===== src/rtl/serial_mod_divider_if.sv =====
// Word/result handshake bundle for serial_mod_divider.
// The quotient signal exists only when SERIAL_MOD_QUOTIENT_EN is defined.
interface serial_mod_divider_if #(
  parameter int unsigned DATA_W = 32,
  parameter int unsigned DIV_W  = 8
);
  logic              in_valid;
  logic              in_ready;
  logic [DATA_W-1:0] data_in;
  logic [DIV_W-1:0]  divisor;
  logic              out_valid;
  logic              out_ready;
  logic [DIV_W-1:0]  remainder;
  logic              div_err;
  logic              busy;
`ifdef SERIAL_MOD_QUOTIENT_EN
  logic [DATA_W-1:0] quotient;

  modport master (
    output in_valid, data_in, divisor, out_ready,
    input  in_ready, out_valid, remainder, div_err, busy, quotient
  );
  modport slave (
    input  in_valid, data_in, divisor, out_ready,
    output in_ready, out_valid, remainder, div_err, busy, quotient
  );
`else
  modport master (
    output in_valid, data_in, divisor, out_ready,
    input  in_ready, out_valid, remainder, div_err, busy
  );
  modport slave (
    input  in_valid, data_in, divisor, out_ready,
    output in_ready, out_valid, remainder, div_err, busy
  );
`endif
endinterface


===== src/rtl/serial_mod_divider.sv =====
// Bit-serial restoring divider: one dividend bit per enabled cycle, MSB first.
// Define SERIAL_MOD_QUOTIENT_EN to build the quotient output and its register.
module serial_mod_divider #(
  parameter int unsigned DATA_W = 32,
  parameter int unsigned DIV_W  = 8,
  parameter int unsigned CNT_W  = 6
) (
  input  logic                  clk,
  input  logic                  reset,
  input  logic                  enable,
  serial_mod_divider_if.slave   bus
);

  typedef enum logic [1:0] {S_IDLE, S_SHIFT, S_DONE} state_t;

  state_t            state_q, state_d;
  logic [DATA_W-1:0] sh_q, sh_d;
  logic [DIV_W-1:0]  div_q, div_d;
  logic [DIV_W-1:0]  rem_q, rem_d;
  logic [CNT_W-1:0]  cnt_q, cnt_d;
  logic              err_q, err_d;
  logic [DIV_W-1:0]  rem_o_q, rem_o_d;
  logic              err_o_q, err_o_d;
  logic [DIV_W:0]    t;
  logic              ge;
`ifdef SERIAL_MOD_QUOTIENT_EN
  logic [DATA_W-1:0] quo_o_q, quo_o_d;
`endif

  always_ff @(posedge clk) begin
    if (reset) begin
      state_q <= S_IDLE;
      sh_q    <= '0;
      div_q   <= '0;
      rem_q   <= '0;
      cnt_q   <= '0;
      err_q   <= 1'b0;
      rem_o_q <= '0;
      err_o_q <= 1'b0;
`ifdef SERIAL_MOD_QUOTIENT_EN
      quo_o_q <= '0;
`endif
    end else begin
      state_q <= state_d;
      sh_q    <= sh_d;
      div_q   <= div_d;
      rem_q   <= rem_d;
      cnt_q   <= cnt_d;
      err_q   <= err_d;
      rem_o_q <= rem_o_d;
      err_o_q <= err_o_d;
`ifdef SERIAL_MOD_QUOTIENT_EN
      quo_o_q <= quo_o_d;
`endif
    end
  end

  always_comb begin
    state_d = state_q;
    sh_d    = sh_q;
    div_d   = div_q;
    rem_d   = rem_q;
    cnt_d   = cnt_q;
    err_d   = err_q;
    rem_o_d = rem_o_q;
    err_o_d = err_o_q;
`ifdef SERIAL_MOD_QUOTIENT_EN
    quo_o_d = quo_o_q;
`endif
    t  = {rem_q, sh_q[DATA_W-1]};
    ge = (t >= {1'b0, div_q});

    case (state_q)
      S_IDLE: begin
        if (bus.in_valid) begin
          sh_d    = bus.data_in;
          div_d   = bus.divisor;
          rem_d   = '0;
          cnt_d   = '0;
          err_d   = (bus.divisor == '0);
          state_d = S_SHIFT;
        end
      end
      S_SHIFT: begin
        // A zero divisor spends one SHIFT cycle regardless of enable, so its
        // result appears one edge after the accept.
        if (err_q) begin
          state_d = S_DONE;
          rem_o_d = '0;
          err_o_d = 1'b1;
`ifdef SERIAL_MOD_QUOTIENT_EN
          quo_o_d = '1;
`endif
        end else if (enable) begin
          rem_d = ge ? DIV_W'(t - {1'b0, div_q}) : t[DIV_W-1:0];
          // Quotient bits enter at the LSB as dividend bits leave the MSB.
`ifdef SERIAL_MOD_QUOTIENT_EN
          sh_d  = {sh_q[DATA_W-2:0], ge};
`else
          sh_d  = {sh_q[DATA_W-2:0], 1'b0};
`endif
          cnt_d = cnt_q + 1'b1;
          if (cnt_q == CNT_W'(DATA_W - 1)) begin
            state_d = S_DONE;
            rem_o_d = rem_d;
            err_o_d = 1'b0;
`ifdef SERIAL_MOD_QUOTIENT_EN
            quo_o_d = sh_d;
`endif
          end
        end
      end
      S_DONE: begin
        if (bus.out_ready) state_d = S_IDLE;
      end
      default: state_d = S_IDLE;
    endcase
  end

  assign bus.in_ready  = (state_q == S_IDLE);
  assign bus.out_valid = (state_q == S_DONE);
  assign bus.busy      = (state_q == S_SHIFT);
  assign bus.remainder = rem_o_q;
  assign bus.div_err   = err_o_q;
`ifdef SERIAL_MOD_QUOTIENT_EN
  assign bus.quotient  = quo_o_q;
`endif

endmodule

===== src/flat_wrapper.sv =====
// flat-port wrapper written by rule: the top's interface ports become plain ports
module serial_mod_divider_flat 
#(
  parameter int unsigned DATA_W = 32,
  parameter int unsigned DIV_W  = 8,
  parameter int unsigned CNT_W  = 6
)
  (clk, reset, enable, bus_in_valid, bus_data_in, bus_divisor, bus_out_ready, bus_in_ready, bus_out_valid, bus_remainder, bus_div_err, bus_busy);
  serial_mod_divider_if #(.DATA_W(DATA_W), .DIV_W(DIV_W)) bus_i ();
  input  logic clk;
  input  logic reset;
  input  logic enable;
  input wire logic [$bits(bus_i.in_valid)-1:0] bus_in_valid;
  input wire logic [$bits(bus_i.data_in)-1:0] bus_data_in;
  input wire logic [$bits(bus_i.divisor)-1:0] bus_divisor;
  input wire logic [$bits(bus_i.out_ready)-1:0] bus_out_ready;
  output wire logic [$bits(bus_i.in_ready)-1:0] bus_in_ready;
  output wire logic [$bits(bus_i.out_valid)-1:0] bus_out_valid;
  output wire logic [$bits(bus_i.remainder)-1:0] bus_remainder;
  output wire logic [$bits(bus_i.div_err)-1:0] bus_div_err;
  output wire logic [$bits(bus_i.busy)-1:0] bus_busy;
  assign bus_i.in_valid = bus_in_valid;
  assign bus_i.data_in = bus_data_in;
  assign bus_i.divisor = bus_divisor;
  assign bus_i.out_ready = bus_out_ready;
  assign bus_in_ready = bus_i.in_ready;
  assign bus_out_valid = bus_i.out_valid;
  assign bus_remainder = bus_i.remainder;
  assign bus_div_err = bus_i.div_err;
  assign bus_busy = bus_i.busy;
  serial_mod_divider #(.DATA_W(DATA_W), .DIV_W(DIV_W), .CNT_W(CNT_W)) u_core (.clk(clk), .reset(reset), .enable(enable), .bus(bus_i));
endmodule

===== config.mk =====
export PLATFORM = sky130hd
export DESIGN_NAME = serial_mod_divider_flat
export DESIGN_NICKNAME = d
export VERILOG_FILES = /design/src/rtl/serial_mod_divider_if.sv /design/src/rtl/serial_mod_divider.sv /design/src/flat_wrapper.sv
export SDC_FILE = /design/constraint.sdc
export NUM_CORES = 1
export LEC_CHECK = 0
export CAP_MARGIN = 20
export CELL_PAD_IN_SITES_DETAIL_PLACEMENT = 1
export CELL_PAD_IN_SITES_GLOBAL_PLACEMENT = 2
export CORE_MARGIN = 4
export CORE_UTILIZATION = 33
export DETAILED_ROUTE_END_ITERATION = 10
export GPL_TIMING_DRIVEN = 0
export PLACE_DENSITY = 0.87
export REMOVE_ABC_BUFFERS = 1
export SLEW_MARGIN = 10
export SYNTH_ARGS = -nofsm -noshare
export SYNTH_HDL_FRONTEND = slang
export SYNTH_SLANG_ARGS = --single-unit

===== constraint.sdc =====
create_clock -name clk -period 3.3 [get_ports clk]
set_clock_uncertainty 0.05 [all_clocks]
set_input_delay 0.33 -clock clk [delete_from_list [all_inputs] [get_ports clk]]
set_output_delay 0.33 -clock clk [all_outputs]
set_load 0.05 [all_outputs]

After elaboration in Yosys (flattened, before gate mapping) --
Index checks and enable logic that the tools add are counted.
Storage, ports and cells: logic and storage cells 54, bits in registers 66, input bits 45
Cells by class: $lt $le $gt $ge 1, reduce and logical (&&, ||, !) cells 9, add/subtract/negate cells 2, eq/ne operators 9, multiplexer cells 25
Operator list (number):
- two-way mux 32 bit | 3
- one-hot mux 32 bit (2 select lines) | 1
- two-way mux 8 bit | 7
- two-way mux 6 bit | 3
- one-hot mux 8 bit (2 select lines) | 1
- one-hot mux 6 bit (2 select lines) | 1
- two-way mux 2 bit | 5
- greater-or-equal comparator 9 x 8 -> 1 bit | 1
- zero test 8 bit | 1
- inequality test 2 bit (second input constant) | 4
- AND reduction 4 bit | 2
- subtractor 8 bit | 1
- adder 6 x 1 -> 6 bit (second input constant) | 1
- equality test 6 x 5 -> 1 bit (second input constant) | 1
- one-hot mux 2 bit (3 select lines) | 1
- nonzero test 2 bit | 3
- two-way mux 1 bit | 3
- inequality test 3 x 1 -> 1 bit (second input constant) | 1
- inequality test 3 x 2 -> 1 bit (second input constant) | 1
- AND reduction 3 bit | 1
- equality test 2 x 1 -> 1 bit (second input constant) | 1
- equality test 2 bit (second input constant) | 1
- zero test 2 bit | 1
- AND reduction 2 bit | 1

Logic depth before layout (Yosys ltp) --
depth after elaboration 5, depth in mapped cells 9, mapped depth without buffers 9

Least setup slack after synthesis --
OpenSTA, ideal clock, no wires.
kind reg-to-reg, start reg u_core.state_q[1], end reg u_core.div_q[2], path buffers 2, clock period less this slack 2.018 ns, required time 3.179 ns, cell stages (with the launch flop) 7, setup time 0.071 ns, slack 1.282 ns, arrival 1.897 ns, cell sequence dfxtp_1 -> nor2_1 -> and2_1 -> clkbuf_1 -> clkbuf_1 -> nand2_1 -> a21oi_1
Between the ends: cells in the longest elaborated chain, start to end 2
Ends and longest elaborated chain:
- start, declared | RTL line serial_mod_divider.sv:16 | state_t state_q, state_d;
- start signal, assigned | RTL line serial_mod_divider.sv:44 | state_q <= state_d;
- zero test 2 bit
- net bus_in_ready | RTL line flat_wrapper.sv:17 | output wire logic [$bits(bus_i.in_ready)-1:0] bus_in_ready;
- AND reduction 2 bit (no source line)
- end signal, assigned | RTL line serial_mod_divider.sv:46 | div_q <= div_d;
- end, declared | RTL line serial_mod_divider.sv:18 | logic [DIV_W-1:0] div_q, div_d;
The timed path passes the listed nets, and every way through them passes these cells. A chain may end at the register's enable or synchronous reset.

Final worst setup path --
start reg u_core.state_q[1], end out bus_busy
Between the ends: cells in the longest elaborated chain, start to end 1
Ends and longest elaborated chain:
- equality test 2 x 1 -> 1 bit | RTL line serial_mod_divider.sv:122 | assign bus.busy = (state_q == S_SHIFT);
- end, declared | RTL line flat_wrapper.sv:21 | output wire logic [$bits(bus_i.busy)-1:0] bus_busy;
No other way between the ends.

==> flow_summary.yaml <==
status:
  status: "finished, final reports clean"
cells_and_area:
  stdcell_count: 587
  final_util_pct: 43.9
  fin_nets: 509
  syn2layout_area_growth_pct: 27.3
  antennaDiodeCount: 0
  drive_gt1_share_pct: 5.90
clocking:
  clockBufferDepth: 2
  clockRootBuffer: "clkbuf_8"
  ctsHoldBuffers: 0
  cts_sinks: 66
  clk_latency_ps: 340
  cts-htree-levels: 3
  path_clk_slew_ps: 70
  cts.repair.resized: 1
  cts_buffers: 9
  cts_setup_buffers: 0
  cts_tree: "built"
synth:
  synth_edf_count: 0
  yosys-top-cells-count: "nand2_1 (99), dfxtp_1 (66), nor2_1 (43), a311oi_1 (31), a21oi_1 (18)"
  yosysMostFrequentCell: "nand2_1"
  syn_area_um2: 3250
  yosysUniqueCellTypes: 50
  ys_top_cells_by_area: "dfxtp_1 (41%), nand2_1 (11%), a311oi_1 (8.4%)"
  ys_seq_elements: 66
  synth_cells: 412
  synthArstFlopShare_pct: 0
  synth_top_area_cell: "dfxtp_1"
  ys.flop_type: "dfxtp_1"
  synth.top_cell.area_share_pct: 40.7
  ys_warn_count: 0
  ys_seq_area_share_pct: 40.7
  synth_area_per_cell_um2: 7.88
worst_setup_path:
  rr_worst_depth: 6
  crit_path_end_kind: "output port"
  r2r-start: "u_core.rem_q[4]$_SDFFE_PP0P_"
  r2r_setup_slack_ps: 650
  cp_data_required_time_ps: 2920
  worst-setup-path-type: "register to output port"
  critPathCapture: "bus_busy"
  worstSetupStartpoint: "u_core.state_q[1]$_SDFFE_PP0P_"
  r2r-end: "u_core.rem_q[2]$_SDFFE_PP0P_"
  crit_arrival_ps: 2670
  path_max_fanout: 37
  cp-start-kind: "register"
timing:
  tightest_slew_ps: 958
  fin_crit_ps: 3050
  rsz0062_at_grt: "false"
  period_share_pct: 92.4
  timing.final.max_slew_violations: 0
  setup_slack_ps: 252
  max-slew-margin-rel_pct: 35.8
  hold_ws_ps: 406
  fmax_ghz: 0.328
  finalHoldViolCount: 0
  setup_viol: 0
routing:
  wirelength_um: 8720
  drtAntennaViolNets: 0
  drt_iter0_markers: 108
  avgViaCountPerCell: 5.28
  drcViolationCount: 0
  wl_per_cell_um: 14.9
  firstDrtPassIters: 4
  route.vias.total: 3098
die:
  row_count: 35
  fp.dieW_um: 107
  start_util_pct: 34.5
  die_y_um: 107
  pin_count: 57
  fp.dieArea_um2: 11500
  core-area_um2: 9420
power_and_ir_drop:
  powerDensity_nw_per_um2: 505
  total_power_mw: 2.09
  p_leak_nw: 1.51
  ir_drop_mv: 0.190
placement:
  gp_congestion: 0.787
  port_buffers: 56
  post-dp-hpwl_um: 6340
  pre_cts_slack_ps: 347
  placed_cells: 572
global_route:
  grt_pass1_wl_um: 14400
  antenna_found_initial: 0
  grt-ovfl-total: 0
  grt_max_degree: 38
  grt_pass1_vias: 3107
  grt_use_total_pct: 15.4
hold_path:
  min_path_type: "register to register"
run:
  maxCapViolCount: 0
[worst max-delay path, cell delays in order (launching register included)]
cell and delay, ps:
dfxtp_1 360, nand2b_2 560, inv_4 500, clkdlybuf4s50_1 890
[cell usage in the layout, fill, tap and decap left out, types with 5 or more instances in the layout]
cell type,synthesis,layout
o211ai_1,5,5
a311oi_1,31,31
o31ai_1,7,7
o21ai_0,10,10
nand2_1,99,99
nand4_1,5,5
clkbuf_8,0,12
a21oi_1,18,17
clkdlybuf4s50_1,0,55
inv_1,14,14
xnor2_1,5,5
ha_1,9,9
dfxtp_1,66,66
nor3_1,9,9
nand3_1,7,7
nor2_1,43,43
[flip-flops by register name (all words and copies together), names as in the netlist]
register,cells
u_core.err_q,1
u_core.cnt_q,6
u_core.bus.div_err,1
u_core.rem_q,8
u_core.bus.remainder,8
u_core.sh_q,32
u_core.state_q,2
u_core.div_q,8
[how the worst min path moves through the flow]
stage	start	endpoint	slack (ps)	cells past startpoint
finish	u_core.bus.remainder[7]$_SDFFE_PP0P_	u_core.bus.remainder[7]$_SDFFE_PP0P_	410	2
global route	u_core.div_q[1]$_SDFFE_PP0P_	u_core.div_q[1]$_SDFFE_PP0P_	430	2
global placement	u_core.bus.remainder[7]$_SDFFE_PP0P_	u_core.bus.remainder[7]$_SDFFE_PP0P_	380	2
floorplan	reset	u_core.bus.div_err$_SDFFE_PP0P_	350	1
detailed placement	u_core.div_q[1]$_SDFFE_PP0P_	u_core.div_q[1]$_SDFFE_PP0P_	400	2
CTS	u_core.div_q[1]$_SDFFE_PP0P_	u_core.div_q[1]$_SDFFE_PP0P_	410	2
[metrics by stage]
step / setup TNS [ps] / area, um^2
5_1_grt: 0 / 4140
3_5_place_dp: 0 / 3930
4_1_cts: 0 / 4140
6_report: 0 / 4140
3_3_place_gp: -86870 / 3850
2_1_floorplan: -11850 / 3120
[cells by family after synthesis]
family	count (synthesis)	synth area share [%]
DFF	66	40.7
and+or+nand+nor	190	25.8
buffers and inverters	43	5.55
AOI/OAI and AO/OA	95	21.7
muxes	1	0.308
adders and majority gates	10	4.08
xor gates and xnor gates	7	1.89
[metal layers]
metal	wire [um]	track usage, %
met5	0	0
met4	170	5.48
met3	301	3.25
met2	4310	27.0
met1	3940	18.5
[power breakdown]
part / internal, mW / total, mW / switching, mW
Sequential: 0.852 / 0.886 / 0.0344
Clock: 0.406 / 0.706 / 0.300
Combinational: 0.203 / 0.497 / 0.293
[area by class of cell]
cell class,count,area [um^2]
Fill cell,1149,5280
Multi-Input combinational cell,303,1760
Sequential cell,66,1320
Timing Repair Buffer,59,631
Clock buffer,13,169
Inverter,15,58.8
Clock inverter,2,35.0
Tap cell,129,161
No activity file was read; power rests on OpenSTA's default activity.
